`config.mk`:
```
export PLATFORM = sky130hd
export DESIGN_NAME = johnson_decoder
export DESIGN_NICKNAME = d
export VERILOG_FILES = /design/src/rtl/johnson_dec_pkg.sv /design/src/rtl/johnson_index.sv /design/src/rtl/johnson_decoder.sv
export SDC_FILE = /design/constraint.sdc
export NUM_CORES = 1
export LEC_CHECK = 0
export CAP_MARGIN = 5
export CORE_MARGIN = 3
export CORE_UTILIZATION = 55
export CTS_CLUSTER_DIAMETER = 100
export DETAILED_ROUTE_END_ITERATION = 10
export DONT_BUFFER_PORTS = 1
export PLACE_DENSITY = 0.8
export SLEW_MARGIN = 0
export SYNTH_ARGS = -nofsm -noshare
export SYNTH_HDL_FRONTEND = slang
export SYNTH_SLANG_ARGS = --single-unit
```
`constraint.sdc`:
```
create_clock -name clk -period 1.85 [get_ports clk]
set_clock_uncertainty 0.1 [all_clocks]
set_input_delay 0.37 -clock clk [delete_from_list [all_inputs] [get_ports clk]]
set_output_delay 0.37 -clock clk [all_outputs]
set_load 0.03 [all_outputs]
```
`src/rtl/johnson_dec_pkg.sv`:
```
// rtl/johnson_dec_pkg.sv - shared types and constants for the Johnson decoder
package johnson_dec_pkg;

   typedef enum logic {
      UNLOCKED = 1'b0,
      LOCKED   = 1'b1
   } jd_state_e;

   localparam int              ERR_W   = 8;
   localparam logic [ERR_W-1:0] ERR_SAT = {ERR_W{1'b1}};
   localparam int              RUN_W   = 4;

endpackage

```
`src/rtl/johnson_index.sv`:
```
// rtl/johnson_index.sv - combinational Johnson code legality check and index decode
module johnson_index #(
   parameter int N  = 4,
   parameter int IW = $clog2(2*N)
) (
   input  logic [N-1:0]  q,
   output logic          legal,
   output logic [IW-1:0] index
);

   logic [IW:0] trans;
   logic [IW:0] pop;
   logic [IW:0] idx_full;

   always_comb begin
      trans = '0;
      pop   = '0;
      for (int i = 0; i < N - 1; i++) begin
         trans = trans + {{IW{1'b0}}, q[i] ^ q[i+1]};
      end
      for (int i = 0; i < N; i++) begin
         pop = pop + {{IW{1'b0}}, q[i]};
      end
      legal = (trans < (IW+1)'(2));
      // Codes with the top bit clear (other than zero) sit in the draining half of the ring
      if (q[N-1] || (q == '0)) begin
         idx_full = pop;
      end else begin
         idx_full = (IW+1)'(2*N) - pop;
      end
      index = idx_full[IW-1:0];
   end

endmodule

```
`src/rtl/johnson_decoder.sv`:
```
// rtl/johnson_decoder.sv - Johnson code decoder with lock tracking and error flags
// Optional saturating error counter built when JOHNSON_DECODER_ERRCNT_EN is defined.
module johnson_decoder
   import johnson_dec_pkg::*;
#(
   parameter int N        = 4,
   parameter int LOCK_CNT = 3
) (
   input  logic                   clk,
   input  logic                   rst,
   input  logic [N-1:0]           q,
   input  logic                   in_valid,
   output logic [$clog2(2*N)-1:0] count,
   output logic                   out_valid,
   output logic                   locked,
   output logic                   code_err,
   output logic                   seq_err,
   output logic [ERR_W-1:0]       err_cnt
);

   localparam int               CW       = $clog2(2*N);
   localparam logic [CW-1:0]    LAST_IDX = CW'(2*N - 1);
   localparam logic [RUN_W-1:0] LOCK_TGT = RUN_W'(LOCK_CNT);

   jd_state_e        state, state_nxt;
   logic [CW-1:0]    count_nxt;
   logic [RUN_W-1:0] run, run_nxt, run_inc;
   logic             have_prev, have_prev_nxt;
   logic             out_valid_nxt, code_err_nxt, seq_err_nxt;
   logic             legal;
   logic [CW-1:0]    idx;
   logic [CW-1:0]    succ;
   logic             is_succ, is_repeat;

   johnson_index #(
      .N  (N),
      .IW (CW)
   ) u_index (
      .q     (q),
      .legal (legal),
      .index (idx)
   );

   // Wrap is explicit so non-power-of-two ring lengths also close correctly
   assign succ      = (count == LAST_IDX) ? '0 : count + CW'(1);
   assign is_succ   = have_prev && (idx == succ);
   assign is_repeat = have_prev && (idx == count);
   assign run_inc   = run + RUN_W'(1);

   always_comb begin
      state_nxt     = state;
      count_nxt     = count;
      run_nxt       = run;
      have_prev_nxt = have_prev;
      out_valid_nxt = 1'b0;
      code_err_nxt  = 1'b0;
      seq_err_nxt   = 1'b0;
      if (in_valid) begin
         if (!legal) begin
            code_err_nxt = 1'b1;
            run_nxt      = '0;
            state_nxt    = UNLOCKED;
         end else begin
            count_nxt     = idx;
            out_valid_nxt = 1'b1;
            have_prev_nxt = 1'b1;
            case (state)
               UNLOCKED: begin
                  if (is_succ) begin
                     run_nxt = run_inc;
                     if (run_inc >= LOCK_TGT) begin
                        state_nxt = LOCKED;
                     end
                  end else begin
                     run_nxt = '0;
                  end
               end
               LOCKED: begin
                  if (!is_succ && !is_repeat) begin
                     seq_err_nxt = 1'b1;
                     run_nxt     = '0;
                     state_nxt   = UNLOCKED;
                  end
               end
               default: begin
                  run_nxt   = '0;
                  state_nxt = UNLOCKED;
               end
            endcase
         end
      end
   end

   always_ff @(posedge clk or negedge rst) begin
      if (!rst) begin
         state     <= UNLOCKED;
         count     <= '0;
         run       <= '0;
         have_prev <= 1'b0;
         out_valid <= 1'b0;
         code_err  <= 1'b0;
         seq_err   <= 1'b0;
      end else begin
         state     <= state_nxt;
         count     <= count_nxt;
         run       <= run_nxt;
         have_prev <= have_prev_nxt;
         out_valid <= out_valid_nxt;
         code_err  <= code_err_nxt;
         seq_err   <= seq_err_nxt;
      end
   end

   assign locked = (state == LOCKED);

`ifdef JOHNSON_DECODER_ERRCNT_EN
   logic [ERR_W-1:0] err_q;

   always_ff @(posedge clk or negedge rst) begin
      if (!rst) begin
         err_q <= '0;
      end else if ((code_err_nxt || seq_err_nxt) && (err_q != ERR_SAT)) begin
         err_q <= err_q + ERR_W'(1);
      end
   end

   assign err_cnt = err_q;
`else
   assign err_cnt = '0;
`endif

endmodule

```
After elaboration in Yosys (flattened, before gate mapping)
Cells that the tools add are included.
{"block": "word_totals", "wordCells": 53, "out_inout_bits": 15, "reg_bits": 12, "input_bits": 7}
{"block": "op_classes", "n_reduce_logical": 9, "n_addsub": 8, "mux": 19, "magnitude_cmp": 2, "n_eq_ne": 4, "bitwise": 4}
{"op": "$mux W1", "count": 12}
{"op": "$mux W4", "count": 3}
{"op": "$pmux W4 S2", "count": 1}
{"op": "$add A3 B1 Y3", "count": 2}
{"op": "$eq A3 B3 Y1", "count": 2}
{"op": "$mux W3", "count": 2}
{"op": "$add A1 B1 Y2", "count": 2}
{"op": "$add A4 B1 Y4", "count": 1}
{"op": "$add A4 B1 Y4 const B", "count": 1}
{"op": "$ge A4 B2 Y1 const B", "count": 1}
{"op": "$logic_not A4 Y1", "count": 1}
{"op": "$lt A4 B2 Y1 const B", "count": 1}
{"op": "$reduce_and A2 Y1", "count": 2}
{"op": "$add A3 B1 Y3 const B", "count": 1}
{"op": "$eq A3 B3 Y1 const B", "count": 1}
{"op": "$logic_and A1 B1 Y1", "count": 3}
{"op": "$ne A3 B2 Y1 const B", "count": 1}
{"op": "$sub A1 B3 Y3 const A", "count": 1}
{"op": "$xor A1 B1 Y1", "count": 3}
{"op": "$logic_not A1 Y1", "count": 2}
{"op": "$pmux W1 S2", "count": 1}
{"op": "$logic_or A1 B1 Y1", "count": 1}
{"op": "$not A1 Y1", "count": 1}

Depth between registers and ports, before layout
Gate-level depths: netlist of run 1.
{"block": "logic_depth", "depth_word": 13, "depth_mapped": 14, "ltp_nobuf": 13}

Modules after synthesis
From an unflattened synthesis of run 1, not the netlist that was laid out.
{"block": "hier_totals", "cells_unflattened": 96, "area_unflattened_um2": 947.2}
{"module": "johnson_decoder", "area_per_inst_um2": 770.7, "seq_area_each_um2": 300.3, "n_inst": 1, "cells_each": 75}
{"module": "johnson_index", "area_per_inst_um2": 176.4, "seq_area_each_um2": 0.0, "n_inst": 1, "cells_each": 21}

Worst setup path before layout of run 1
OpenSTA, ideal clock, no wires.
{"block": "synth_timing", "kind": "input to register", "start": "in q[0]", "end": "reg state, in the netlist locked", "setup_time_ps": 140, "arrival_ps": 2523, "required_ps": 1610, "slack_ps": -913, "path_buffers": 1, "cell_stages": 14, "path_cell_list": "inv_1 -> ha_1 -> inv_1 -> fa_1 -> inv_1 -> ha_1 -> inv_1 -> ha_1 -> a211oi_2 -> xnor3_1 -> and3_1 -> buf_6 -> a32oi_2 -> o221ai_1"}
{"block": "synth_between", "elab_chain_cells": 12, "word_cells_on_any_way": 22, "classes_between": "add/sub: 6; order compare: 1; eq/ne: 2; mux: 5; bitwise: 1; reduce/logical: 7"}
{"element": "start, declared", "line_no": "johnson_decoder.sv:11", "rtl": "input logic [N-1:0] q,"}
{"element": "$add A1 B1 Y2", "line_no": "johnson_index.sv:22", "rtl": "pop = pop + {{IW{1'b0}}, q[i]};"}
{"element": "$add A3 B1 Y3 (2 in series)", "line_no": "johnson_index.sv:22"}
{"element": "$sub A1 B3 Y3", "line_no": "johnson_index.sv:29", "rtl": "idx_full = (IW+1)'(2*N) - pop;"}
{"element": "$mux W3", "line_no": "johnson_index.sv:26", "rtl": "if (q[N-1] || (q == '0)) begin"}
{"element": "$eq A3 B3 Y1 (on tied branches)", "line_no": "johnson_decoder.sv:46, johnson_decoder.sv:47"}
{"element": "$logic_and A1 B1 Y1 (on tied branches)", "line_no": "johnson_decoder.sv:46, johnson_decoder.sv:47"}
{"element": "$logic_not A1 Y1", "line_no": "johnson_decoder.sv:79", "rtl": "if (!is_succ && !is_repeat) begin"}
{"element": "$logic_and A1 B1 Y1", "line_no": "johnson_decoder.sv:79"}
{"element": "$mux W1", "line_no": "johnson_decoder.sv:79"}
{"element": "$pmux W1 S2", "line_no": "johnson_decoder.sv:67", "rtl": "case (state)"}
{"element": "$mux W1 *", "line_no": "johnson_decoder.sv:59", "rtl": "if (!legal) begin"}
{"element": "end signal, assigned", "line_no": "johnson_decoder.sv:104", "rtl": "state <= state_nxt;"}
{"element": "end, declared", "line_no": "johnson_decoder.sv:25", "rtl": "jd_state_e state, state_nxt;"}
Mark *: on every way between the ends. The rest lies on a longest branch, timed or not.
A chain may end at the register's enable or synchronous reset.

Worst setup path in the final report of run 1
{"block": "layout_timing", "start": "in q[0]", "end": "reg run[0]"}
{"block": "layout_between", "elab_chain_cells": 11, "word_cells_on_any_way": 23, "classes_between": "add/sub: 6; order compare: 1; eq/ne: 3; mux: 4; bitwise: 1; reduce/logical: 8"}
{"element": "$add A1 B1 Y2", "line_no": "johnson_index.sv:22"}
{"element": "$add A3 B1 Y3 (2 in series)", "line_no": "johnson_index.sv:22"}
{"element": "$sub A1 B3 Y3", "line_no": "johnson_index.sv:29"}
{"element": "$mux W3", "line_no": "johnson_index.sv:26"}
{"element": "$eq A3 B3 Y1 (on tied branches)", "line_no": "johnson_decoder.sv:46, johnson_decoder.sv:47"}
{"element": "$logic_and A1 B1 Y1 (on tied branches)", "line_no": "johnson_decoder.sv:46, johnson_decoder.sv:47"}
{"element": "$logic_not A1 Y1", "line_no": "johnson_decoder.sv:79"}
{"element": "$logic_and A1 B1 Y1", "line_no": "johnson_decoder.sv:79"}
{"element": "$ne A3 B2 Y1 (no source line)"}
{"element": "$reduce_and A2 Y1 (no source line)"}
{"element": "end signal, assigned", "line_no": "johnson_decoder.sv:106", "rtl": "run <= run_nxt;"}
{"element": "end, declared", "line_no": "johnson_decoder.sv:27", "rtl": "logic [RUN_W-1:0] run, run_nxt, run_inc;"}
Parallel ways exist; a longest one is shown, timed or not.

==> results of run 1 <==
==> area by class of cell <==
cell class | instances | area [sq um] | area share
Inverter | 14 | 70.07 | 0.05385
Tap cell | 24 | 30.03 | 0.02308
Clock buffer | 4 | 36.28 | 0.02788
Timing Repair Buffer | 21 | 167.7 | 0.1288
Sequential cell | 12 | 300.3 | 0.2308
Multi-Input combinational cell | 75 | 696.9 | 0.5356
==> kinds of logic after synthesis <==
logic type	count (synthesis)	share of synthesized area
and+or+nand+nor	29	0.1629
muxes	1	0.01389
buffers and inverters	23	0.1250
DFF	12	0.3030
other	1	0.003784
adders and majority gates	11	0.1465
AOI/OAI and AO/OA	18	0.1528
xor gates and xnor gates	8	0.09217
==> worst paths after layout <==
kind	startpoint	to
max in group asynchronous	rst	run[1]$_DFFE_PN0P_
min in group asynchronous	rst	count[2]$_DFFE_PN0P_
hold reg to reg	have_prev$_DFFE_PN0P_	have_prev$_DFFE_PN0P_
setup reg to reg	count[1]$_DFFE_PN0P_	locked$_DFFE_PN0P_
setup / recovery	q[0]	run[0]$_DFFE_PN0P_
hold / removal	in_valid	code_err$_DFF_PN0_
==> power breakdown <==
part / switching (uW) / internal, uW
clock: 98.3 / 120
sequential: 31.6 / 291
combinational: 379 / 339
total: 509 / 750
==> registers in the layout, summed over array words and instances (netlist names) <==
signal,cells
run,4
count,3
code_err,1
have_prev,1
locked,1
out_valid,1
seq_err,1
==> metal layers <==
layer	up-vias	global-route usage
met4	0	0.1564
li1	381	-
met2	35	0.3968
met3	10	0.05215
met1	390	0.2164
met5	-	0
==> stage by stage <==
step / total power (uW) / setup WS (ns) / setup TNS (ns) / std cells / util
floorplan: 794.5 / -0.7295 / -4.542 / 110 / -
detailed placement: 937.2 / -0.8774 / -6.014 / 143 / 0.7402
CTS: 1185 / -0.5700 / -3.275 / 148 / 0.7849
finish: 1259 / -0.5772 / -3.313 / 150 / 0.8163
global route: 1346 / -0.6488 / -3.932 / 150 / 0.8163
global placement: 912.6 / -0.8266 / -5.370 / 143 / 0.7402
==> cell usage after synthesis, types with 2 or more instances <==
master	number
xor2_1	4
nor2_1	3
buf_4	8
nand2_1	8
ha_1	10
a21oi_1	2
dfrtp_1	12
o22ai_1	2
nor3_1	4
and3_1	2
nand4b_1	2
xnor2_1	2
nand2b_1	5
a31oi_1	2
inv_1	14
o21ai_0	3
==> what timing repair did <==
item                                    in CTS  in global routing
resized for setup                            6                  5
pin swaps                                    5                  8
hold endpoints to repair                    12                  0
buffers inserted                             0                  2
hold buffers                                 1                  0
endpoints found under the setup margin       7                  9
==> summary.md, run 1 <==
| Metric | Value |
|---|---|
| Outcome | `finished, violations left` |
| Failing checks | `setup timing` |
| Remaining global-route overflow | `0` |
| Tcrit/Tclk final | `1.312` |
| Placer Congestion | `0.8865` |
| Dominant synthesized flop cell | `dfrtp_1` |
| Antenna Cells | `0` |
| RSZ-0062 raised after global routing | `true` |
| Clock sinks | `12` |
| Layout cell share with drive strength beyond 1 | `0.3651` |
| CTS HTree Levels | `1` |
| TritonCTS clock tree | `built` |
| Die area | `2347 sq um` |
| ANT nets after route | `0` |
| Die Wd | `48.45 microns` |
| Largest net degree at the start of global routing | `13` |
| Layout filler cell count | `90` |
| Die H | `48.45 microns` |
| Vias in the first global route | `871` |
| Final Hold Vio Count | `0` |
| Core ar. | `1594 sq um` |
| Top sig layer | `met4` |
| Buf+Inv Stages, Crit Path | `4` |
| CP Capture Type | `flip-flop` |
| Post-layout min period | `2.427 ns` |
| Startpoint Class | `input port` |
| Number of setup violations in the final report | `7` |
| Wire length per cell | `15.55 microns` |
| Post-synth ARST share | `1.000` |
| Post-synth top area share | `0.3030` |
| Layout area overhead | `31.31%` |
| Synthesis-stage register bit count | `12` |
| Final slew viol count | `0` |
| Clk Tree Root Cell | `clkbuf_4` |
| Crit path cell chain | `inv_12 > ha_4 > inv_2 > fa_2 > inv_2 > ha_4 > inv_2 > ha_4 > mux2i_4 > xor2_1 > a41oi_2 > o211ai_1` |
| Slew headroom | `0.6205` |
| Crit-path slowest cell | `fa_2` |
| Max FO, Critical Path | `4` |
| Post-synthesis sequential area ratio | `0.3030` |
| P_leak | `0.0005911 uW` |
| Dpl cell area | `1180 sq um` |
| Instance count on the critical path | `12` |
| Drt initial violations | `4` |
| Num CTS Buffers | `3` |
| Yosys top cell by area | `dfrtp_1` |
| Syn avg cell area | `9.621 sq um` |
| Hold Crit Class | `in2reg` |
| Synth Instances | `103` |
| Avg Vias per Cell | `5.440` |
| Syn Std Cell Area | `991.0 sq um` |
| Worst hold stages | `1` |
| Met3 wire length | `139 microns` |
| Worst Path Arrival | `2.53 ns` |
| Largest delay share family, worst path | `adder cells` |
| Initial Util | `0.6217` |
| Most frequent cells in the layout | `18 x buf_4, 12 x dfrtp_1, 9 x inv_1` |
| Cell count of the worst reg-to-reg path | `6` |
| Slowest cell delay on critical path | `0.35 ns` |
| Synth Warn # | `0` |
| Kind of critical path | `in2reg` |
| Post-Route WL | `2332 microns` |
| Met1 wire length | `880 microns` |
| I/O pins | `22` |
| Hpwl dp | `1692 microns` |
| Final instance area | `1301 sq um` |
| Final hold slack | `0.1164 ns` |
| CTS clock-pin slew for the worst setup and hold paths | `0.08 ns` |
| First-pass GRT wire length | `3870 microns` |
| Fmax | `412.0 MHz` |
| VDD IR-drop max | `0.0008283 V` |
| PortBufs | `0` |
| Setup WS post-layout | `-0.5772 ns` |
| Insertion delay to the later sink of the worst-skew pair | `0.29 ns` |
| Max-cap violations | `0` |
| EDFF count, synth | `0` |
| Initial antenna violation count | `0` |
| Worst-margin pin slew | `0.5674 ns` |
| Most common cell after layout, fill and taps aside | `buf_4` |
| Clock Tree Buf Depth | `2` |
| P per Cell Area | `967.5 nW/um^2` |
| Netlist cell types | `36` |
| Nets | `145` |
| DR pass1 iterations | `4` |
| R2r setup slk | `-0.14 ns` |
| FP Rows | `14` |
| GRT Resource Usage Total | `0.2186` |
| Top post-synthesis cells by area | `dfrtp_1 30%, ha_1 13%, buf_4 6.1%` |
| Total vias in the final route | `816` |
| Met2 routed WL | `1211 microns` |
| DRC | `0` |
| Worst EP required | `1.95 ns` |
Note: power is estimated with default switching activity, not from simulation.
==> inputs of run 2 (changes only) <==
- RECOVER_POWER: not set -> 100
- SKIP_CTS_REPAIR_TIMING: not set -> 1
==> summary.md, run 2 (synthesized netlist as in run 1, its figures left out) <==
| Metric | Value |
|---|---|
| Layout area overhead | `25.50%` |
| Outcome | `finished, violations left` |
| Startpoint Class | `input port` |
| Die H | `48.45 microns (unchanged)` |
| Layout filler cell count | `102 (+13%)` |
| GRT Resource Usage Total | `0.2093 (-0.009299)` |
| Worst-margin pin slew | `0.5490 ns (-0.01838 ns)` |
| Hpwl dp | `1692 microns (unchanged)` |
| Met3 GRT Util | `0.04908 (-0.003067)` |
| Post-Route WL | `2223 microns (-4.7%)` |
| Slowest cell delay on critical path | `0.35 ns (about the same)` |
| Most frequent cells in the layout | `12 x dfrtp_1, 12 x buf_4, 9 x inv_1` |
| Hold Crit Class | `in2reg` |
| Tcrit/Tclk final | `1.319 (+0.006524)` |
| Setup WS post-layout | `-0.5893 ns (-0.01207 ns)` |
| RSZ-0062 raised after global routing | `true` |
| Final slew viol count | `0 (unchanged)` |
| Nets | `144 (-0.69%)` |
| Worst Path Arrival | `2.54 ns (about the same)` |
| TritonCTS clock tree | `built` |
| Multi-input gate area | `673.1 sq um (-3.4%)` |
| Fmax | `410.0 MHz (-0.49%)` |
| Crit-path slowest cell | `fa_2` |
| Cell count of the worst reg-to-reg path | `6 (unchanged)` |
| FP Rows | `14 (unchanged)` |
| Failing checks | `setup timing` |
| Hold Startpoint | `in_valid` |
| Reg2reg end | `locked$_DFFE_PN0P_` |
| Wire length per cell | `14.92 microns (-4.0%)` |
| Worst EP required | `1.95 ns (about the same)` |
| Register name with the most flops | `run` |
| DRC | `0 (unchanged)` |
| Global route hottest layer | `met2` |
| GR Util met2 | `0.3761 (-0.02064)` |
| CTS clock-pin slew for the worst setup and hold paths | `0.08 ns (about the same)` |
| P_leak | `0.0005627 uW (-4.8%)` |
| Max-cap violations | `0 (unchanged)` |
| ANT nets after route | `0 (unchanged)` |
| CTS HTree Levels | `1 (unchanged)` |
| Insertion delay to the later sink of the worst-skew pair | `0.29 ns (about the same)` |
| Die area | `2347 sq um (unchanged)` |
| Setup TNS | `-3.369 ns (-0.05551 ns)` |
| VDD IR-drop max | `0.0007044 V (-15%)` |
| PortBufs | `0 (unchanged)` |
| Largest net degree at the start of global routing | `13 (unchanged)` |
| Clk Tree Root Cell | `clkbuf_4` |
| CP Capture Type | `flip-flop` |
| Layout cell share with drive strength beyond 1 | `0.2960 (-0.06908)` |
| Register area | `300.3 sq um (unchanged)` |
| Avg Vias per Cell | `5.530 (+1.7%)` |
| Top flop regs | `run: 4 flops, count: 3 flops` |
| Final Hold Vio Count | `0 (unchanged)` |
| GR Layer Usage met1 | `0.2140 (-0.002366)` |
| Total vias in the final route | `824 (+0.98%)` |
| Placer Congestion | `0.8865 (unchanged)` |
| R2r startpoint | `count[1]$_DFFE_PN0P_` |
| I/O pins | `22 (unchanged)` |
| Num CTS Buffers | `3 (unchanged)` |
| Drt initial violations | `22 (+18)` |
| Initial antenna violation count | `0 (unchanged)` |
| Antenna Cells | `0 (unchanged)` |
| WHS Endpoint | `code_err$_DFF_PN0_` |
| Vias in the first global route | `831 (-4.6%)` |
| Post-layout min period | `2.439 ns (+0.01207 ns)` |
| Slew headroom | `0.6328 (+0.01230)` |
| Number of setup violations in the final report | `7 (unchanged)` |
| Die Wd | `48.45 microns (unchanged)` |
| P per Cell Area | `973.2 nW/um^2 (+0.59%)` |
| Worst hold stages | `1 (unchanged)` |
| Clock Tree Buf Depth | `2 (unchanged)` |
| Crit path cell chain | `inv_8 > ha_4 > inv_2 > fa_2 > inv_2 > ha_4 > inv_2 > ha_4 > a211oi_4 > xnor2_2 > xor2_1 > a41oi_2 > o211ai_1` |
| Clock sinks | `12 (unchanged)` |
| Remaining global-route overflow | `0 (unchanged)` |
| Kind of critical path | `in2reg` |
| Power consumption | `1210 uW (-3.9%)` |
| DR pass1 iterations | `4 (unchanged)` |
| Max FO, Critical Path | `4 (unchanged)` |
| First-pass GRT wire length | `3732 microns (-3.6%)` |
| Core ar. | `1594 sq um (unchanged)` |
| Initial Util | `0.6217 (unchanged)` |
| R2r setup slk | `-0.15 ns (about the same)` |
| Max reg flops | `4 (unchanged)` |
-- run 2: routing by layer --
| metal | vias to the layer above | routed length (microns) |
|---|---|---|
| li1 | 382 | - |
| met1 | 399 | 793 |
| met2 | 37 | 1210 |
| met3 | 6 | 142 |
| met4 | 0 | 76 |
| met5 | - | 0 |
-- run 2: how the worst max path moves through the flow --
stage	depth (start not counted)	end	from	slack (ns)
6_report	13	run[0]$_DFFE_PN0P_	q[0]	-0.59
5_1_grt	13	run[1]$_DFFE_PN0P_	q[0]	-0.68
4_1_cts	13	run[0]$_DFFE_PN0P_	q[0]	-0.60
3_5_place_dp	13	run[0]$_DFFE_PN0P_	q[0]	-0.88
3_3_place_gp	13	run[0]$_DFFE_PN0P_	q[0]	-0.83
2_1_floorplan	14	locked$_DFFE_PN0P_	q[0]	-0.73
-- run 2: metrics by stage --
step / setup WS, ns / hold slack (ns) / util / cell area [sq um] / cells
6_report: -0.5893 / 0.1150 / 0.7802 / 1244 / 149
3_3_place_gp: -0.8266 / -0.02534 / 0.7402 / 1180 / 143
4_1_cts: -0.5971 / -0.3324 / 0.7630 / 1216 / 147
5_1_grt: -0.6814 / 0.1050 / 0.7802 / 1244 / 149
2_1_floorplan: -0.7295 / -0.02559 / - / 1086 / 110
3_5_place_dp: -0.8774 / -0.02525 / 0.7402 / 1180 / 143
-- run 2: layout make-up --
type,instances,share of cell area
multi-input combinational,75,0.5412
sequential,12,0.2414
timing repair buffer,20,0.1117
inverter,14,0.05231
clock buffer,4,0.02918
tap,24,0.02414
-- run 2: power breakdown --
part           internal (uW)  leakage [uW]  switching [uW]  total (uW)
clock network            120     0.0000210            98.8         219
registers                291      0.000156            31.1         322
logic                    304      0.000386             366         669
-- run 2: worst max-delay path: cells and delay by family --
kind            cells  cell delay, ns
fa+ha+maj           4            0.89
compound gates      3            0.67
xor+xnor            2            0.43
buf+inv             4            0.17
==> inputs of run 3 (changes only) <==
- CORE_ASPECT_RATIO: not set -> 0.9
- CTS_CLUSTER_SIZE: not set -> 28
==> summary.md, run 3 (synthesized netlist as in run 1, its figures left out) <==
| Metric | Value |
|---|---|
| Outcome | `finished, violations left` |
| Failing checks | `setup timing` |
| RSZ-0062 raised after global routing | `true` |
| I/O pins | `22 (unchanged)` |
| Worst Path Arrival | `2.51 ns (-0.03 ns)` |
| Fmax | `411.8 MHz (+0.46%)` |
| DR pass1 iterations | `4 (unchanged)` |
| Hpwl dp | `1801 microns (+6.4%)` |
| Setup WS post-layout | `-0.5781 ns (+0.01118 ns)` |
| Most frequent cells in the layout | `12 x dfrtp_1, 12 x buf_4, 9 x inv_1` |
| Final Hold Vio Count | `0 (unchanged)` |
| Layout cell share with drive strength beyond 1 | `0.3065 (+0.01045)` |
| Max reg flops | `4 (unchanged)` |
| Setup TNS | `-3.482 ns (-0.1136 ns)` |
| CTS HTree Levels | `1 (unchanged)` |
| Comb pwr share | `0.577 (+0.024)` |
| Int Pwr | `651.7 uW (-8.8%)` |
| FP Rows | `13 (-1)` |
| P_leak | `0.0005528 uW (-1.8%)` |
| CTS clock-pin slew for the worst setup and hold paths | `0.07 ns (about the same)` |
| Number of setup violations in the final report | `7 (unchanged)` |
| Post-Route WL | `2299 microns (+3.4%)` |
| Worst EP required | `1.94 ns (about the same)` |
| Num CTS Buffers | `3 (unchanged)` |
| Initial Util | `0.6346 (+0.01295)` |
| Die Wd | `50.74 microns (+4.7%)` |
| Share of power burned in registers | `0.283 (+0.017)` |
| Avg Vias per Cell | `5.918 (+7.0%)` |
| Top flop regs | `run: 4 flops, count: 3 flops` |
| Cell count of the worst reg-to-reg path | `6 (unchanged)` |
| PortBufs | `0 (unchanged)` |
| Worst-margin pin slew | `0.5640 ns (+0.01501 ns)` |
| Final slew viol count | `0 (unchanged)` |
| Post-layout min period | `2.428 ns (-0.01118 ns)` |
| Clk Tree Root Cell | `clkbuf_4` |
| Vias in the first global route | `869 (+4.6%)` |
| Power consumption | `1139 uW (-5.9%)` |
| R2r startpoint | `count[0]$_DFFE_PN0P_` |
| Die area | `2348 sq um (about the same)` |
| Total vias in the final route | `864 (+4.9%)` |
| Clock Tree Buf Depth | `2 (unchanged)` |
| Wire length per cell | `15.75 microns (+5.5%)` |
| Clk network pwr share | `0.140 (-0.041)` |
| TritonCTS clock tree | `built` |
| Placer Congestion | `0.8719 (-1.6%)` |
| GRT Resource Usage Total | `0.2267 (+0.01738)` |
| Max-cap violations | `0 (unchanged)` |
| Register name with the most flops | `run` |
| Remaining global-route overflow | `0 (unchanged)` |
| Core ar. | `1562 sq um (-2.0%)` |
| Startpoint Class | `input port` |
| Layout area overhead | `24.37%` |
| Max FO, Critical Path | `4 (unchanged)` |
| Nets | `144 (unchanged)` |
| Die H | `46.27 microns (-4.5%)` |
| Worst hold stages | `1 (unchanged)` |
| Antenna Cells | `0 (unchanged)` |
| CP Capture Type | `flip-flop` |
| Reg2reg end | `seq_err$_DFF_PN0_` |
| Largest net degree at the start of global routing | `13 (unchanged)` |
| Kind of critical path | `in2reg` |
| Slew headroom | `0.6228 (-0.01004)` |
| Hold Startpoint | `in_valid` |
| Layout Utilization | `0.7893 (+0.009043)` |
| First-pass GRT wire length | `3898 microns (+4.4%)` |
| ANT nets after route | `0 (unchanged)` |
| Clock sinks | `12 (unchanged)` |
| P per Cell Area | `924.5 nW/um^2 (-5.0%)` |
| R2r setup slk | `-0.19 ns (-0.04 ns)` |
| Tcrit/Tclk final | `1.312 (-0.006042)` |
| WHS Endpoint | `code_err$_DFF_PN0_` |
| DRC | `0 (unchanged)` |
| VDD IR-drop max | `0.0007906 V (+12%)` |
| Hold Crit Class | `in2reg` |
| Insertion delay to the later sink of the worst-skew pair | `0.27 ns (-0.02 ns)` |
| Switch Pwr | `487.7 uW (-1.6%)` |
| Initial antenna violation count | `0 (unchanged)` |
| Drt initial violations | `18 (-18%)` |
| Switching share of total power | `0.4280 (+0.01863)` |
-- run 3: worst max-delay path by stage --
| stage | startpoint | endpoint | slack, ns | cells past startpoint |
|---|---|---|---|---|
| floorplan | q[0] | locked$_DFFE_PN0P_ | -0.73 | 14 |
| global placement | q[0] | run[0]$_DFFE_PN0P_ | -0.82 | 13 |
| detailed placement | q[0] | run[0]$_DFFE_PN0P_ | -0.91 | 13 |
| CTS | q[0] | run[0]$_DFFE_PN0P_ | -0.63 | 13 |
| global route | q[0] | run[0]$_DFFE_PN0P_ | -0.71 | 13 |
| finish | q[0] | run[0]$_DFFE_PN0P_ | -0.58 | 13 |
-- run 3: layout make-up --
class                           count  area (sq um)
Sequential cell                    12         300.3
Fill cell                         106         329.1
Timing Repair Buffer               20         135.1
Multi-Input combinational cell     75         681.9
Inverter                           14         65.06
Tap cell                           22         27.53
Clock buffer                        3         22.52
-- run 3: stage by stage --
step	hold slack, ns	cell area (sq um)	setup slack, ns	std cells
floorplan	-0.02559	1086	-0.7295	110
global placement	-0.02534	1177	-0.8172	141
detailed placement	-0.02530	1177	-0.9113	141
CTS	-0.3140	1200	-0.6288	144
global route	0.1388	1232	-0.7088	146
finish	0.1263	1232	-0.5781	146
-- run 3: worst max-delay path, cell delays in order --
cell,delay [ns]
inv_8,0.01
ha_4,0.25
inv_2,0.04
fa_2,0.34
inv_2,0.08
ha_4,0.13
inv_2,0.03
ha_4,0.15
a211oi_4,0.23
xnor2_2,0.17
xor2_1,0.25
a41oi_2,0.22
o211ai_1,0.22
-- run 3: power by group through the flow --
| stage | clock, uW | sequential, uW | combinational (uW) |
|---|---|---|---|
| CTS | 161 | 323 | 621 |
| global placement | 0 | 324 | 591 |
| floorplan | 0 | 371 | 423 |
| detailed placement | 0 | 327 | 619 |
| finish | 159 | 323 | 658 |
| global route | 171 | 327 | 710 |
-- run 3: routing by layer --
metal | part of all wire | up-vias | track usage
li1 | - | 386 | -
met1 | 0.37 | 415 | 0.2520
met2 | 0.52 | 53 | 0.4427
met3 | 0.073 | 10 | 0.01942
met4 | 0.033 | 0 | 0.1075
met5 | 0 | - | 0
